**src/rtl/lfsr_prbs_sync_check_pkg.sv**
```systemverilog
// Shared definitions for the PRBS sync checker: FSM encoding and width helpers.
package lfsr_prbs_sync_check_pkg;

  typedef enum logic {
    HUNT   = 1'b0,
    LOCKED = 1'b1
  } sync_state_e;

  function automatic int max_width(input int a, input int b);
    return (a > b) ? a : b;
  endfunction

endpackage

```
**src/rtl/lfsr_prbs_sync_check_lfsr.sv**
```systemverilog
// Combinational Fibonacci LFSR, non-reversed: advances the state DATA_WIDTH shifts
// and returns the extended output stream (newest bit in bit 0).
module lfsr_prbs_sync_check_lfsr #(
  parameter int                    LFSR_WIDTH   = 31,
  parameter logic [LFSR_WIDTH-1:0] LFSR_POLY    = 31'h10000001,
  parameter int                    DATA_WIDTH   = 8,
  parameter int                    OUTPUT_WIDTH = 31
) (
  input  logic [DATA_WIDTH-1:0]   data_in,
  input  logic [LFSR_WIDTH-1:0]   state_in,
  output logic [OUTPUT_WIDTH-1:0] data_out,
  output logic [LFSR_WIDTH-1:0]   state_out
);

  logic [LFSR_WIDTH-1:0]   st_c;
  logic [OUTPUT_WIDTH-1:0] out_c;
  logic                    fb_c;

  // Bit 0 of the polynomial is the constant term and never taps the state.
  always_comb begin
    st_c  = state_in;
    out_c = OUTPUT_WIDTH'(state_in);
    fb_c  = 1'b0;
    for (int i = DATA_WIDTH - 1; i >= 0; i--) begin
      fb_c = st_c[LFSR_WIDTH-1] ^ data_in[i];
      for (int j = 1; j < LFSR_WIDTH; j++) begin
        if (LFSR_POLY[j]) fb_c = fb_c ^ st_c[j-1];
      end
      st_c  = {st_c[LFSR_WIDTH-2:0], fb_c};
      out_c = {out_c[OUTPUT_WIDTH-2:0], fb_c};
    end
  end

  assign data_out  = out_c;
  assign state_out = st_c;

endmodule

```
**src/rtl/lfsr_prbs_sync_check.sv**
```systemverilog
// PRBS checker: self-synchronises on the received stream, then free-runs its
// generator while locked and counts bit errors with saturation.
module lfsr_prbs_sync_check
  import lfsr_prbs_sync_check_pkg::*;
#(
  parameter int                    LFSR_WIDTH   = 31,
  parameter logic [LFSR_WIDTH-1:0] LFSR_POLY    = 31'h10000001,
  parameter int                    DATA_WIDTH   = 8,
  parameter int                    LOCK_COUNT   = 16,
  parameter int                    UNLOCK_COUNT = 4,
  parameter int                    COUNT_WIDTH  = 32
) (
  input  logic                   clk,
  input  logic                   rst,
  input  logic [DATA_WIDTH-1:0]  data_in,
  input  logic                   data_in_valid,
  input  logic                   count_clear,
  output logic [DATA_WIDTH-1:0]  err_out,
  output logic                   err_out_valid,
  output logic                   err_word,
  output logic                   locked,
  output logic [COUNT_WIDTH-1:0] err_count
);

  localparam int OUTPUT_WIDTH = max_width(LFSR_WIDTH, DATA_WIDTH);
  localparam int LCW          = $clog2(LOCK_COUNT + 1);
  localparam int UCW          = $clog2(UNLOCK_COUNT + 1);
  localparam int PCW          = $clog2(DATA_WIDTH + 1);
  localparam int SUMW         = max_width(COUNT_WIDTH, PCW) + 1;

  sync_state_e                    fsm_q, fsm_d;
  logic [LFSR_WIDTH-1:0]          state_q, state_d;
  logic [LCW-1:0]                 lock_cnt_q, lock_cnt_d;
  logic [UCW-1:0]                 unlock_cnt_q, unlock_cnt_d;
  logic [DATA_WIDTH-1:0]          err_out_q, err_out_d;
  logic                           err_out_valid_q, err_out_valid_d;
  logic                           err_word_q, err_word_d;
  logic                           locked_q, locked_d;
  logic [COUNT_WIDTH-1:0]         err_count_q, err_count_d;

  logic [OUTPUT_WIDTH-1:0]        gen_out;
  logic [LFSR_WIDTH-1:0]          gen_state;
  logic [DATA_WIDTH-1:0]          err_mask;
  logic [LFSR_WIDTH+DATA_WIDTH-1:0] hunt_cat;
  logic                           unused_hi;

  function automatic logic [PCW-1:0] popcount(input logic [DATA_WIDTH-1:0] v);
    logic [PCW-1:0] n;
    n = '0;
    for (int i = 0; i < DATA_WIDTH; i++) n = n + PCW'(v[i]);
    return n;
  endfunction

  function automatic logic [COUNT_WIDTH-1:0] sat_add(input logic [COUNT_WIDTH-1:0] base,
                                                     input logic [PCW-1:0]         inc);
    logic [SUMW-1:0] sum;
    sum = SUMW'(base) + SUMW'(inc);
    if (sum > SUMW'({COUNT_WIDTH{1'b1}})) return '1;
    else return sum[COUNT_WIDTH-1:0];
  endfunction

  lfsr_prbs_sync_check_lfsr #(
    .LFSR_WIDTH  (LFSR_WIDTH),
    .LFSR_POLY   (LFSR_POLY),
    .DATA_WIDTH  (DATA_WIDTH),
    .OUTPUT_WIDTH(OUTPUT_WIDTH)
  ) u_lfsr (
    .data_in  ('0),
    .state_in (state_q),
    .data_out (gen_out),
    .state_out(gen_state)
  );

  assign err_mask  = data_in ^ gen_out[DATA_WIDTH-1:0];
  assign hunt_cat  = {state_q, data_in};
  assign unused_hi = ^{gen_out, hunt_cat};

  // While hunting, the state is rebuilt from received bits; once locked it free-runs.
  always_comb begin
    fsm_d           = fsm_q;
    state_d         = state_q;
    lock_cnt_d      = lock_cnt_q;
    unlock_cnt_d    = unlock_cnt_q;
    err_out_d       = err_out_q;
    err_word_d      = err_word_q;
    err_out_valid_d = 1'b0;
    err_count_d     = count_clear ? '0 : err_count_q;
    if (data_in_valid) begin
      err_out_d       = err_mask;
      err_word_d      = |err_mask;
      err_out_valid_d = 1'b1;
      if (fsm_q == HUNT) begin
        state_d = hunt_cat[LFSR_WIDTH-1:0];
        if (|err_mask) begin
          lock_cnt_d = '0;
        end else if (lock_cnt_q + LCW'(1) == LCW'(LOCK_COUNT)) begin
          fsm_d        = LOCKED;
          lock_cnt_d   = '0;
          unlock_cnt_d = '0;
        end else begin
          lock_cnt_d = lock_cnt_q + LCW'(1);
        end
      end else begin
        state_d     = gen_state;
        err_count_d = sat_add(err_count_d, popcount(err_mask));
        if (!(|err_mask)) begin
          unlock_cnt_d = '0;
        end else if (unlock_cnt_q + UCW'(1) == UCW'(UNLOCK_COUNT)) begin
          fsm_d        = HUNT;
          lock_cnt_d   = '0;
          unlock_cnt_d = '0;
        end else begin
          unlock_cnt_d = unlock_cnt_q + UCW'(1);
        end
      end
    end
    locked_d = (fsm_d == LOCKED);
  end

  always_ff @(posedge clk) begin
    if (rst) begin
      fsm_q           <= HUNT;
      state_q         <= '0;
      lock_cnt_q      <= '0;
      unlock_cnt_q    <= '0;
      err_out_q       <= '0;
      err_out_valid_q <= 1'b0;
      err_word_q      <= 1'b0;
      locked_q        <= 1'b0;
      err_count_q     <= '0;
    end else begin
      fsm_q           <= fsm_d;
      state_q         <= state_d;
      lock_cnt_q      <= lock_cnt_d;
      unlock_cnt_q    <= unlock_cnt_d;
      err_out_q       <= err_out_d;
      err_out_valid_q <= err_out_valid_d;
      err_word_q      <= err_word_d;
      locked_q        <= locked_d;
      err_count_q     <= err_count_d;
    end
  end

  assign err_out       = err_out_q;
  assign err_out_valid = err_out_valid_q;
  assign err_word      = err_word_q;
  assign locked        = locked_q;
  assign err_count     = err_count_q;

endmodule

```
**config.mk**
```make
export PLATFORM = sky130hd
export DESIGN_NAME = lfsr_prbs_sync_check
export DESIGN_NICKNAME = d
export VERILOG_FILES = /design/src/rtl/lfsr_prbs_sync_check_pkg.sv /design/src/rtl/lfsr_prbs_sync_check_lfsr.sv /design/src/rtl/lfsr_prbs_sync_check.sv
export SDC_FILE = /design/constraint.sdc
export NUM_CORES = 1
export LEC_CHECK = 0
export BUFFER_PORTS_ARGS = -buffer_cell sky130_fd_sc_hd__clkbuf_2
export CORE_ASPECT_RATIO = 1.75
export CORE_UTILIZATION = 50
export DETAILED_ROUTE_END_ITERATION = 10
export PLACE_DENSITY_LB_ADDON = 0.15
export SETUP_SLACK_MARGIN = 0.15
export SYNTH_ARGS = -nofsm -noshare
export SYNTH_HDL_FRONTEND = slang
export SYNTH_SLANG_ARGS = --single-unit
```
**constraint.sdc**
```tcl
create_clock -name clk -period 5.6 [get_ports clk]
set_input_delay 0.56 -clock clk [delete_from_list [all_inputs] [get_ports clk]]
set_output_delay 0.56 -clock clk [all_outputs]
set_load 0.1 [all_outputs]
```
==> metrics.md <==
| Metric | Value |
|---|---|
| Simple-gate share of the synthesized area | 25.2% |
| Routed len/inst | 17.4 µm |
| # fillers | approximately 800 |
| CP Launch Point | state_q[23]$_SDFFE_PP0P_ |
| Mux contribution to synthesized area | 6.18% |
| Kind of critical path | reg -> reg |
| Area of the multi-input gates | 2610 µm² |
| Gr ovfl total | 0 |
| Setup WS post-layout | 981 ps |
| Pre-CTS setup slack | between 900 and 1000 ps |
| Post-Synthesis Cell Area | roughly 4400 µm² |
| Initial antenna violation count | 0 |
| Nets@finish | around 580 |
| CP max stage delay | 630 ps |
| Post-synthesis compound-gate area fraction | 15.9% |
| Final instance area | 5130 µm² |
| Initial core utilization | 51.3% |
| Fin Setup TNS | 0 ps |
| Worst reg2reg path depth | 14 |
| Detailed Route Iter0 Violations | 323 |
| Synth cell types | 66 |
| Combinational share of power | 10.2% |
| Crit end category | flip-flop |
| TritonCTS Buffers | 9 |
| Maximum vdd drop | 0.167 mV |
| Area of the core | 8610 µm² |
| Gpl congestion | 0.846 |
| Critical-path cell list | xnor2_1 > xor2_1 > fa_1 > fa_1 > fa_1 > inv_1 > fa_1 > fa_1 > nand3_1 > and2_1 > or4_1 > o21ai_0 > a22oi_1 > a311oi_1 |
| Area after DPL | 4750 µm² |
| Setup violations, final | 0 |
| Hold slack | ~500 ps |
| #FFs+latches synth | 82 |
| Slowest cell on the critical path | or4_1 |
| Worst EP required | 5830 ps |
| Total die area | 9230 µm² |
| Final core occ | between 50% and 60% |
| DRT antenna net count | 0 |
| Mapped Cells | 509 |
| Ys Warns | 0 |
| Clock network fraction of design power | 49.4% |
| Vias in the first global route | 3909 |
| Tot GR Track Use | 26.7% |
| Clock Tree Root | clkbuf_16 |
| Layout cells sized above 1 | between 15 and 20% |
| DIE WIDTH | 73.0 µm |
| Hold Path Origin | state_q[2]$_SDFFE_PP0P_ |
| Post-CTS sizing | 0 |
| Number of cells in the design after placement | 656 |
| Hold path cells | 2 |
| Die height | approximately 130 µm |
| Crit path max fanout | 4 |
| Critical path depth | 14 |
| # rows | 45 |
| Cts hold-fix bufs | 0 |
| Main combinational cell family by area after synthesis | simple AND/OR/NAND/NOR gates |
| Post-route clock period utilization | 82.5% |
| Residual DRC count | 0 |
| Min Tclk post-route | 4620 ps |
| Top FF cell, synth | dfxtp_1 |
| Max_slew headroom | 36.2% |
| Pin count of the biggest net entering global routing | 84 |
| Synth Area in Adders | 5.10% |
| Final Hold Vio Count | 0 |
| Final Max Tran Viols | 0 |
| Async set or reset register ratio after synthesis | 0% |
| Bufs on Longest Clock Path | 2 |
| Post-CTS Setup Bufs | 0 |
| Cell mode on critical path | fa_1 |
| Max cap viols | 0 |
| RSZ-0062 raised after global routing | no |
| PnR Total Power | 1.48 mW |
| Synth-to-layout area growth | 16.1% |
| Psw | approximately 0.35 mW |
| Crit path arrival time | 4850 ps |
| CP bufs+invs | 1 |
| TritonCTS Sinks | 82 |
| Part of the power in registers | 40.4% |
| Ant diodes | 0 |
| Total Wirelength | 11.7 mm |
| Routed vias/inst | 5.96 |
| Post-Synth XOR/XNOR Area | 6.80% |
| Sw Ratio | 23.4% |
| Post-Syn Nets | 536 |
| IO Port Bufs | 54 |
| Pint | 1.14 mW |
| Vias post-DR | around 4000 |
| Max Clock Freq | around 0.22 GHz |
| Register Area | around 1600 µm² |
| Post-synthesis sequential area ratio | 37.2% |
| Post-synth EDFFs | 0 |
| Worst hold path type | reg -> reg |
| Ports | 55 |
| Layout Skew | around 4.3 ps |
| H-Tree Depth | 3 |
| Synthesized area per cell | ~8.7 µm² |
| CTS tree | yes |
| DP Wirelength | 8.40 mm |
| Worst-margin pin slew | around 960 ps |
| Status | finished, final reports clean |
| Startpoint Class | flip-flop |
| Pleak | 1.98 nW |
| Clk Latency, worst-skew pair | 340 ps |
| First-pass GRT wire length | around 19 mm |
| R2R Path Start | state_q[23]$_SDFFE_PP0P_ |
| Worst-path clk slew | about 60 ps |
| Drt pass-1 iters | 5 |
| Top Family by Delay on Critical Path | adder cells |
| Power per cell area | between 200 and 300 nW/µm² |
| Fin cells | 672 |
==> layout make-up <==
type | instances | share of cell area (%)
multi-input cells | 386 | 50.9
inverters | 12 | 0.878
clock inverters | 6 | 2.68
flip-flops and latches | 82 | 32.0
well taps | 117 | 2.86
clock buffers | 10 | 4.66
repair buffers | 59 | 6.00
==> state kept, by name, indices dropped and copies added (netlist names) <==
signal,count
unlock_cnt_q,3
err_count,32
state_q,31
err_out_valid,1
lock_cnt_q,5
err_word,1
err_out,8
locked,1
==> routing by layer <==
| metal | vias to the layer above | track usage, % | wire length [µm] |
|---|---|---|---|
| met5 | - | 0 | 0 |
| met4 | 0 | 13.5 | 432 |
| met3 | 39 | 4.13 | 534 |
| met2 | 145 | 49.2 | 6310 |
| met1 | 1895 | 28.3 | 4400 |
| li1 | 1926 | - | - |
==> Yosys cell counts, drive strengths merged (13+ instances only) <==
cell | n | area share [%]
a211oi | 18 | 3.2
o21ai | 20 | 2.5
dfxtp | 82 | 37
xnor2 | 15 | 3.0
clkbuf | 20 | 1.7
a21oi | 26 | 2.9
mux2i | 25 | 5.7
nor3 | 18 | 2.2
nand2 | 38 | 3.2
nor2 | 73 | 6.4
nor4 | 13 | 2.2
nand3 | 16 | 1.9
==> cells by family after synthesis <==
group / after synthesis
compound gates: 102
simple gates: 214
buf+inv: 41
fa+ha+maj: 15
mux: 27
xor+xnor: 28
flops: 82
==> power groups by stage <==
stage / registers, mW / logic (mW) / clock network (mW)
after CTS: 0.600 / 0.152 / 0.740
after floorplan: 0.643 / 0.0838 / 0
final: 0.600 / 0.151 / 0.734
after detailed placement: 0.613 / 0.150 / 0
after global routing: 0.601 / 0.165 / 0.764
after global placement: 0.613 / 0.147 / 0
==> layout by cell type (no fill, tap or decap), types with 5 or more instances in the layout <==
master	n
a21oi_1	26
xor2_1	9
nor3_1	17
clkbuf_2	54
clkbuf_16	9
nor2b_1	9
buf_4	5
inv_1	12
nand2_1	38
nor4_1	12
a21o_1	5
a221oi_1	7
xnor2_1	15
or3_1	6
a211oi_1	17
nor2_1	72
a311oi_1	5
dfxtp_1	82
mux2i_1	25
fa_1	5
nand4_1	12
nand3_1	15
ha_1	10
o21ai_0	18
==> final timing paths <==
kind                                   end  slack (ps)
setup reg to reg  err_count[18]$_SDFF_PP0_         980
hold reg to reg    state_q[2]$_SDFFE_PP0P_         490
setup / recovery  err_count[18]$_SDFF_PP0_         980
hold / removal     state_q[2]$_SDFFE_PP0P_         490
==> worst min-delay path, delay by kind of cell (launching register included) <==
kind               cells  cell delay (ps)
and+or+nand+nor        1               70
DFF                    1              330
AOI/OAI and AO/OA      1               60
Power figures use the tool's default switching activity.
